===== config.mk =====
export PLATFORM = sky130hd
export DESIGN_NAME = not_bank_filtered
export DESIGN_NICKNAME = d
export VERILOG_FILES = /design/src/rtl/not_bank_filtered.sv
export SDC_FILE = /design/constraint.sdc
export NUM_CORES = 1
export LEC_CHECK = 0
export BUFFER_PORTS_ARGS = -buffer_cell sky130_fd_sc_hd__buf_2
export CAP_MARGIN = 30
export CORE_ASPECT_RATIO = 0.75
export CORE_MARGIN = 4
export CORE_UTILIZATION = 50
export CTS_CLUSTER_SIZE = 14
export DETAILED_ROUTE_END_ITERATION = 12
export PLACE_DENSITY = 0.71
export SLEW_MARGIN = 15
export SYNTH_ARGS = -nofsm -noshare
export SYNTH_HDL_FRONTEND = slang
export SYNTH_SLANG_ARGS = --single-unit

===== constraint.sdc =====
create_clock -name clk -period 2.38 [get_ports clk]
set_clock_uncertainty 0.1 [all_clocks]
set_input_delay 0 -clock clk [delete_from_list [all_inputs] [get_ports clk]]
set_output_delay 0 -clock clk [all_outputs]
set_load 0.03 [all_outputs]

===== src/rtl/not_bank_filtered.sv =====
// Bank of WIDTH filtered channels: each one synchronised, glitch-filtered, then optionally inverted, with registered outputs.
// Optional macro NOT_BANK_CNT_EN enables the saturating filtered-event counter on evt_count.
module not_bank_filtered #(
  parameter int WIDTH       = 8,
  parameter int SYNC_STAGES = 2,
  parameter int FILT_W      = 4,
  parameter int FILT_CYCLES = 4
) (
  input  logic              clk,
  input  logic              rst,
  input  logic              en,
  input  logic [WIDTH-1:0]  din,
  input  logic              cfg_we,
  input  logic [WIDTH-1:0]  cfg_mask,
  output logic [WIDTH-1:0]  dout,
  output logic [WIDTH-1:0]  changed,
  output logic [15:0]       evt_count
);

  localparam logic [FILT_W-1:0] CNT_LAST = FILT_W'(FILT_CYCLES - 1);

  logic [WIDTH-1:0]  sync_q [SYNC_STAGES];
  logic [WIDTH-1:0]  syn;
  logic [WIDTH-1:0]  filt_q;
  logic [WIDTH-1:0]  filt_d;
  logic [WIDTH-1:0]  filt_prev_q;
  logic [WIDTH-1:0]  mask_q;
  logic [FILT_W-1:0] cnt_q [WIDTH];
  logic [FILT_W-1:0] cnt_d [WIDTH];

  assign syn = sync_q[SYNC_STAGES-1];

  // The synchroniser runs every cycle; en only gates the filter.
  always_ff @(posedge clk) begin
    if (rst) begin
      for (int s = 0; s < SYNC_STAGES; s++) begin
        sync_q[s] <= '0;
      end
    end else begin
      sync_q[0] <= din;
      for (int s = 1; s < SYNC_STAGES; s++) begin
        sync_q[s] <= sync_q[s-1];
      end
    end
  end

  always_comb begin
    filt_d = filt_q;
    for (int i = 0; i < WIDTH; i++) begin
      cnt_d[i] = cnt_q[i];
      if (en) begin
        if (syn[i] == filt_q[i]) begin
          cnt_d[i] = '0;
        end else if (cnt_q[i] == CNT_LAST) begin
          filt_d[i] = syn[i];
          cnt_d[i]  = '0;
        end else begin
          cnt_d[i] = cnt_q[i] + FILT_W'(1);
        end
      end
    end
  end

  // changed compares filt with its one-cycle-old copy so the pulse lines up with the dout edge.
  always_ff @(posedge clk) begin
    if (rst) begin
      filt_q      <= '0;
      filt_prev_q <= '0;
      mask_q      <= '1;
      dout        <= '1;
      changed     <= '0;
      for (int i = 0; i < WIDTH; i++) begin
        cnt_q[i] <= '0;
      end
    end else begin
      filt_q      <= filt_d;
      filt_prev_q <= filt_q;
      dout        <= filt_q ^ mask_q;
      changed     <= filt_q ^ filt_prev_q;
      for (int i = 0; i < WIDTH; i++) begin
        cnt_q[i] <= cnt_d[i];
      end
      if (cfg_we) begin
        mask_q <= cfg_mask;
      end
    end
  end

`ifdef NOT_BANK_CNT_EN
  logic [15:0] evt_q;

  always_ff @(posedge clk) begin
    if (rst) begin
      evt_q <= '0;
    end else if ((|changed) && (evt_q != 16'hFFFF)) begin
      evt_q <= evt_q + 16'd1;
    end
  end

  assign evt_count = evt_q;
`else
  assign evt_count = 16'h0000;
`endif

endmodule


== Yosys cells after proc, flatten, opt, wreduce, memory -nomap -nowiden ==
Memories as Yosys holds them, arrays and structs flattened.
Cells that the tools add are included.
Operators by class
  add/sub/neg operators: 8
  eq/ne operators: 16
  muxes and demuxes: 37
  bitwise logic cells: 20
  reduce and logical (&&, ||, !) cells: 8
Operators by type and width (count)
  4-bit 2-to-1 mux: 32
  4-bit by 1-bit adder with 4-bit output, second input constant: 8
  4-bit by 2-bit equality test with 1-bit output, second input constant: 8
  3-bit AND reduction: 8
  8-bit 2-to-1 mux: 2
  8-bit bitwise XOR: 2
  1-bit OR: 10
  1-bit equality test: 8
  1-bit inverter: 8
  1-bit 2-to-1 mux: 3
Word-level totals
  flip-flop bits (word level): 40
  RAM bits: 48
  output and inout port bits: 32
  word-level logic and storage cells: 103
  memories: 2
Memories
  cnt_q: words 8, width 4, read ports 8, clocked after memory_dff 0, write ports 8, line 28  | logic [FILT_W-1:0] cnt_q [WIDTH];
  sync_q: words 2, width 8, read ports 2, clocked after memory_dff 0, write ports 2, line 22  | logic [WIDTH-1:0] sync_q [SYNC_STAGES];

== Longest topological paths before layout ==
Gate-level depths: netlist (run 1).
An unclocked memory read counts as a cell.
  depth after elaboration: 6
  gate-level depth with buffers: 6
  gate-level depth less buffers: 4

== Worst setup path after synthesis (run 1) ==
Ideal clock, no wire load.
  path type: register -> register
  start point: memory cnt_q[6][0], in the netlist cnt_q[1][8]
  end point: register filt_q[6]
  library setup time: 118 ps
  arrival time: 967 ps
  slack: 1195 ps
  cell stages (with the launch flop): 5
  cells stage by stage: dfxtp_1 ha_1 and4bb_2 mux2i_1 nor2_1
RTL lines
  start, declared: line 28
  end signal, assigned: line 76  | filt_q <= filt_d;
  end, declared: line 24  | logic [WIDTH-1:0] filt_q;

== Final worst setup path (run 1) ==
  start point: input rst
  end point: register mask_q[3]
RTL lines
  start, declared: line 10  | input logic rst,
  end signal, assigned: line 84  | mask_q <= cfg_mask;
  end, declared: line 27  | logic [WIDTH-1:0] mask_q;
No word-level cell between the ends.

==> results of run 1 <==
-- metrics by stage --
step	setup WS (ns)	power (W)	util [%]
2_1_floorplan	1.195	0.001742	-
3_3_place_gp	1.051	0.001758	53.99
3_5_place_dp	1.004	0.001762	53.99
4_1_cts	0.6671	0.002800	60.48
5_1_grt	0.5736	0.002891	60.48
6_report	0.6210	0.002773	60.48
-- worst max-delay path, cell delays in order --
cell	delay, ns
dlygate4sd3_1	0.54
buf_2	0.22
buf_4	0.28
a211o_1	0.30
dlygate4sd3_1	0.56
-- path summary, 6_finish.rpt --
path	startpoint	end	slack, ns
max reg2reg	mask_q[3]$_SDFFE_PP1P_	mask_q[3]$_SDFFE_PP1P_	0.93
min	en	cnt_q[1][5]$_SDFFE_PP0P_	0.12
max	rst	mask_q[3]$_SDFFE_PP1P_	0.62
min reg2reg	sync_q[0][5]$_SDFF_PP0_	sync_q[0][13]$_SDFF_PP0_	0.34
-- sequential cells by signal (all words and copies together) (netlist names) --
register,count
changed,8
cnt_q,32
dout,8
filt_prev_q,8
filt_q,8
mask_q,8
sync_q,16
-- cell type report --
type	instances	area, um2
clock buffers	9	123.9
clock inverters	6	68.82
fillers	550	2700
inverters	2	7.507
multi-input cells	228	1602
flip-flops and latches	88	1762
well taps	84	105.1
repair buffers	65	462.9
-- routing by layer --
| layer | vias to the layer above | GRT usage, % |
|---|---|---|
| li1 | 1198 | - |
| met1 | 1061 | 17.77 |
| met2 | 33 | 25.99 |
| met3 | 11 | 4.659 |
| met4 | 0 | 5.505 |
| met5 | - | 0 |
-- cell usage after synthesis (7+ instances only) --
cell | instances | area (um2)
nor3_1 | 12 | 60.06
xnor2_1 | 28 | 245.2
dfxtp_1 | 88 | 1762
buf_4 | 19 | 142.6
nand2b_1 | 14 | 87.58
and4bb_2 | 8 | 100.1
buf_2 | 7 | 35.03
a211o_1 | 8 | 70.07
ha_1 | 8 | 100.1
mux2i_1 | 14 | 140.1
nor2b_1 | 36 | 225.2
nor2_1 | 28 | 105.1
xor2_1 | 12 | 105.1
-- cell families after synthesis --
kind of cell	after synthesis	share of synthesized area, %
AOI/OAI and AO/OA	28	5.903
xor gates and xnor gates	42	10.88
adders and majority gates	8	2.845
buffers and inverters	33	6.010
DFF	88	50.07
muxes	14	3.983
other	1	0.1066
and+or+nand+nor	120	20.20
-- power by group through the flow --
stage	clock (W)	sequential [W]	combinational, W
finish	0.00101	0.00153	0.000232
global route	0.00110	0.00154	0.000256
CTS	0.00104	0.00153	0.000231
detailed placement	0	0.00157	0.000196
global placement	0	0.00157	0.000193
floorplan	0	0.00158	0.000166
==> results.sh, run 1 <==
export IMPL_clock_latency_ns=0.35
export IMPL_grt_max_degree=39
export IMPL_timing_hold_ws_ns=0.1154
export IMPL_avgSynthCellArea_um2=10.53
export IMPL_cts_buffers=9
export IMPL_hpwl_um=3804
export IMPL_cts_tree="done"
export IMPL_final_cell_mix="dfxtp_1 (88), nor2b_1 (36), buf_2 (35)"
export IMPL_cts_hold_repair_buffers=25
export IMPL_ant_nets=0
export IMPL_maxSlewViolCount=0
export IMPL_clk_path_buf_depth=2
export IMPL_dieArea_mm2=0.008456
export IMPL_synth_edff_count=0
export IMPL_initial_utilization_pct=51.50
export IMPL_coreArea_mm2=0.006832
export IMPL_finalSetupViolCount=0
export IMPL_antenna_found_initial=0
export IMPL_power_per_cell_area_mw_per_mm2=671.1
export IMPL_max_freq_ghz=0.5685
export IMPL_first_pass_iters=4
export IMPL_whs_path_depth=3
export IMPL_seqPwrFrac_pct=55.2
export IMPL_p_switching_w=0.0006761
export IMPL_route_vias_total=2303
export IMPL_fin_crit_sh_pct=73.91
export IMPL_async_flop_share_pct=0
export IMPL_p_sw_share_pct=24.38
export IMPL_synth_seq_area_share_pct=50.07
export IMPL_critPathLaunchType="input pin"
export IMPL_row_count=26
export IMPL_intPower_w=0.002097
export IMPL_status="complete, no violations"
export IMPL_ys_types=30
export IMPL_cp_required_ns=2.53
export IMPL_worst_r2r_path_depth=3
export IMPL_combPwrFrac_pct=8.4
export IMPL_gp_congestion=0.7934
export IMPL_hold_viol=0
export IMPL_clock_sinks=88
export IMPL_diodes=0
export IMPL_first_global_vias=2217
export IMPL_cap_violations=0
export IMPL_drc=0
export IMPL_layout_commonest_cell="dfxtp_1"
export IMPL_wl_per_cell_um=12.00
export IMPL_wl_um=5786
export IMPL_portBuffers=35
export IMPL_final_cells=482
export IMPL_grt_first_pass_wirelength_um=10120
export IMPL_fin_crit_ns=1.759
export IMPL_grtUsageTotal_pct=15.05
export IMPL_root_buffer="clkbuf_8"
export IMPL_synth_warnings=0
export IMPL_syn_inst=334
export IMPL_synth_seq_cells=88
export IMPL_io_pins=52
export IMPL_die_h_um=80.65
export IMPL_syn_to_final_growth_pct=17.43
export IMPL_slew_headroom_pct=58.81
export IMPL_clockPowerShare_pct=36.4
export IMPL_cp_data_arrival_time_ns=1.91
export IMPL_maxUsedRoutingLayer="met4"
export IMPL_routedLengthMet1_um=2685
export IMPL_dr_wl_met2_um=2810
export IMPL_vias_per_cell=4.778
export IMPL_cts_resized=0
export IMPL_placed_area_mm2=0.003689
export IMPL_layout_drive_gt1_share_pct=16.83
export IMPL_postCtsSetupRepairBufs=0
export IMPL_dr_wl_met3_um=204
export IMPL_grt_setup_unrepaired="false"
export IMPL_htreeDepth=3
export IMPL_worst_slew_pin_slew_ns=0.6178
export IMPL_hp_class="in -> reg"
export IMPL_fin_tns_setup_ns=0
export IMPL_dp_cells=442
export IMPL_final_nets=422
export IMPL_cp_max_fo=38
export IMPL_drt_iter0_drc=43
export IMPL_clkTransAtPathRegs_ns=0.09
export IMPL_endpoint_kind="flip-flop"
export IMPL_syn_cell_area_mm2=0.003518
export IMPL_synth_flop_cell="dfxtp_1"
export IMPL_final_area_mm2=0.004131
export IMPL_worstSetupPathType="in -> reg"
export IMPL_fp_dieW_um=104.9
export IMPL_grt_overflow=0
export IMPL_irDropWorstVdd_v=0.0003478
export IMPL_p_leak_nw=1.600
No activity file was read; power rests on OpenSTA's default activity.
==> run 2: changes to the inputs <==
==> constraint.sdc (replaced) <==
create_clock -name clk -period 1.83 [get_ports clk]
set_clock_uncertainty 0.1 [all_clocks]
set_input_delay 0 -clock clk [delete_from_list [all_inputs] [get_ports clk]]
set_output_delay 0 -clock clk [all_outputs]
set_load 0.03 [all_outputs]
==> run 2 against run 1 <==
Combinational power is 31% higher. Total power up 30%. First-iteration DRC count grew 49%. Routed wire length is essentially flat. Setup slack worse by 0.25 ns. Hold slack lost 0.084 ns. Via count is essentially flat. Die area unchanged. Register-to-register slack worse by 0.56 ns. Core utilization grew 0.092 points. Final cell count up 0.21%. Critical endpoint is now mask_q[5]$_SDFFE_PP1P_. Largest power group unchanged.
==> results.sh, run 2 (synthesized netlist as in run 1, its figures left out) <==
export IMPL_finalSetupViolCount=0
export IMPL_htreeDepth=3
export IMPL_layout_commonest_cell="dfxtp_1"
export IMPL_drt_iter0_drc=64
export IMPL_antenna_found_initial=0
export IMPL_endpoint="mask_q[5]$_SDFFE_PP1P_"
export IMPL_row_count=26
export IMPL_grtUsageTotal_pct=14.75
export IMPL_fin_tns_setup_ns=0
export IMPL_p_leak_nw=1.619
export IMPL_reg_top3="cnt_q x32, sync_q x16"
export IMPL_hp_class="in -> reg"
export IMPL_power_per_cell_area_mw_per_mm2=873.2
export IMPL_dieArea_mm2=0.008456
export IMPL_portBuffers=35
export IMPL_fillers=549
export IMPL_io_pins=52
export IMPL_final_cell_mix="dfxtp_1 (88), nor2b_1 (36), buf_2 (35)"
export IMPL_use_met1_pct=17.71
export IMPL_slew_headroom_pct=50.90
export IMPL_largest_register_ffs=32
export IMPL_cts_tree="done"
export IMPL_fin_crit_ns=1.461
export IMPL_postCtsSetupRepairBufs=0
export IMPL_path_cells="nor2b_1 -> a211o_1 -> dlygate4sd3_1"
export IMPL_syn_to_final_growth_pct=17.60
export IMPL_min_from="cfg_we"
export IMPL_endpoint_kind="flip-flop"
export IMPL_hpwl_um=3792
export IMPL_first_global_vias=2247
export IMPL_grt_max_degree=42
export IMPL_worstSetupPathType="reg -> reg"
export IMPL_regMostFlops="cnt_q"
export IMPL_reg2reg_to="mask_q[5]$_SDFFE_PP1P_"
export IMPL_met2_usage_pct=25.03
export IMPL_drc=0
export IMPL_hold_viol=0
export IMPL_wl_per_cell_um=11.99
export IMPL_cp_required_ns=1.97
export IMPL_worst_slew_pin_slew_ns=0.7364
export IMPL_clk_path_buf_depth=2
export IMPL_grt_first_pass_wirelength_um=10050
export IMPL_critPathLaunchType="flip-flop"
export IMPL_worst_r2r_path_depth=3
export IMPL_cp_max_fo=2
export IMPL_cts_buffers=9
export IMPL_final_nets=423
export IMPL_wl_um=5789
export IMPL_grt_busiest_layer="met2"
export IMPL_maxSlewViolCount=0
export IMPL_fp_dieW_um=104.9
export IMPL_ant_nets=0
export IMPL_first_pass_iters=4
export IMPL_grt_setup_unrepaired="false"
export IMPL_cap_violations=0
export IMPL_crit_path_start="mask_q[5]$_SDFFE_PP1P_"
export IMPL_reg2reg_slack_ns=0.37
export IMPL_clock_sinks=88
export IMPL_slowest_delay_ns=0.57
export IMPL_diodes=0
export IMPL_final_cells=483
export IMPL_crit_slowest_cell="dlygate4sd3_1"
export IMPL_coreArea_mm2=0.006832
export IMPL_route_vias_total=2302
export IMPL_die_h_um=80.65
export IMPL_fin_crit_sh_pct=79.82
export IMPL_initial_utilization_pct=51.50
export IMPL_max_freq_ghz=0.6846
export IMPL_status="complete, no violations"
export IMPL_vias_per_cell=4.766
export IMPL_root_buffer="clkbuf_8"
export IMPL_clock_latency_ns=0.35
export IMPL_dp_cells=445
export IMPL_irDropWorstVdd_v=0.0005812
export IMPL_grt_use_met3_pct=5.542
export IMPL_clkTransAtPathRegs_ns=0.08
export IMPL_r2r_start="mask_q[5]$_SDFFE_PP1P_"
export IMPL_gp_congestion=0.7676
export IMPL_grt_overflow=0
export IMPL_cp_data_arrival_time_ns=1.60
export IMPL_layout_drive_gt1_share_pct=17.29
[run 2: changes by cell type in the layout (fill, tap and decap cells not counted), sizes merged]
cell	previous run	this run
inv	3	2
clkinvlp	4	1
buf	40	43
dlygate4sd3	25	23
clkinv	0	2
clkbuf	9	11
[run 2: metrics by stage]
stage	utilization [%]	hold WS, ns	setup WS (ns)	power, W	area (um2)
6_report	60.57	0.03161	0.3694	0.003613	4138
5_1_grt	60.57	0.05426	0.3221	0.003764	4138
4_1_cts	60.57	0.01702	0.3996	0.003644	4138
3_5_place_dp	54.32	0.1112	0.5144	0.002298	3711
3_3_place_gp	54.32	0.1077	0.5690	0.002291	3711
2_1_floorplan	-	0.01794	0.6447	0.002265	3575
[run 2: layout make-up]
cell class              count  area (um2)  share of cell area (%)
flip-flops and latches     88        1762                   42.58
multi-input cells         228        1602                   38.71
repair buffers             66       465.4                   11.25
clock buffers              11       141.4                   3.417
well taps                  84       105.1                   2.540
clock inverters             4       55.05                   1.331
inverters                   2       7.507                  0.1814
[run 2: critical path, delay by kind of cell, from the launching register on]
family	cells	cell delay (ns)
compound gates	1	0.22
simple gates	1	0.13
flops	1	0.33
buf+inv	1	0.57
[run 2: power breakdown]
part	leakage [nW]	internal (W)	switching, W
Sequential	0.717	0.00196	0.0000290
Combinational	0.806	0.000137	0.000167
Clock	0.0956	0.000666	0.000650
Total	1.62	0.00277	0.000846
[run 2: metal layers]
| layer | vias up | wire length, um |
|---|---|---|
| li1 | 1208 | - |
| met1 | 1056 | 2743 |
| met2 | 30 | 2761 |
| met3 | 8 | 223 |
| met4 | 0 | 61 |
| met5 | - | 0 |
[run 2: worst min path at each step]
stage | endpoint | slack [ns] | depth (start not counted)
6_report | mask_q[2]$_SDFFE_PP1P_ | 0.03 | 3
5_1_grt | mask_q[2]$_SDFFE_PP1P_ | 0.05 | 2
4_1_cts | mask_q[2]$_SDFFE_PP1P_ | 0.02 | 3
3_5_place_dp | mask_q[5]$_SDFFE_PP1P_ | 0.11 | 2
3_3_place_gp | mask_q[5]$_SDFFE_PP1P_ | 0.11 | 2
2_1_floorplan | mask_q[7]$_SDFFE_PP1P_ | 0.02 | 1
[run 2: timing repair]
item,4_1_cts,5_1_grt
hold endpoints to repair,16,0
hold buffers,23,0
gates resized for setup,0,0
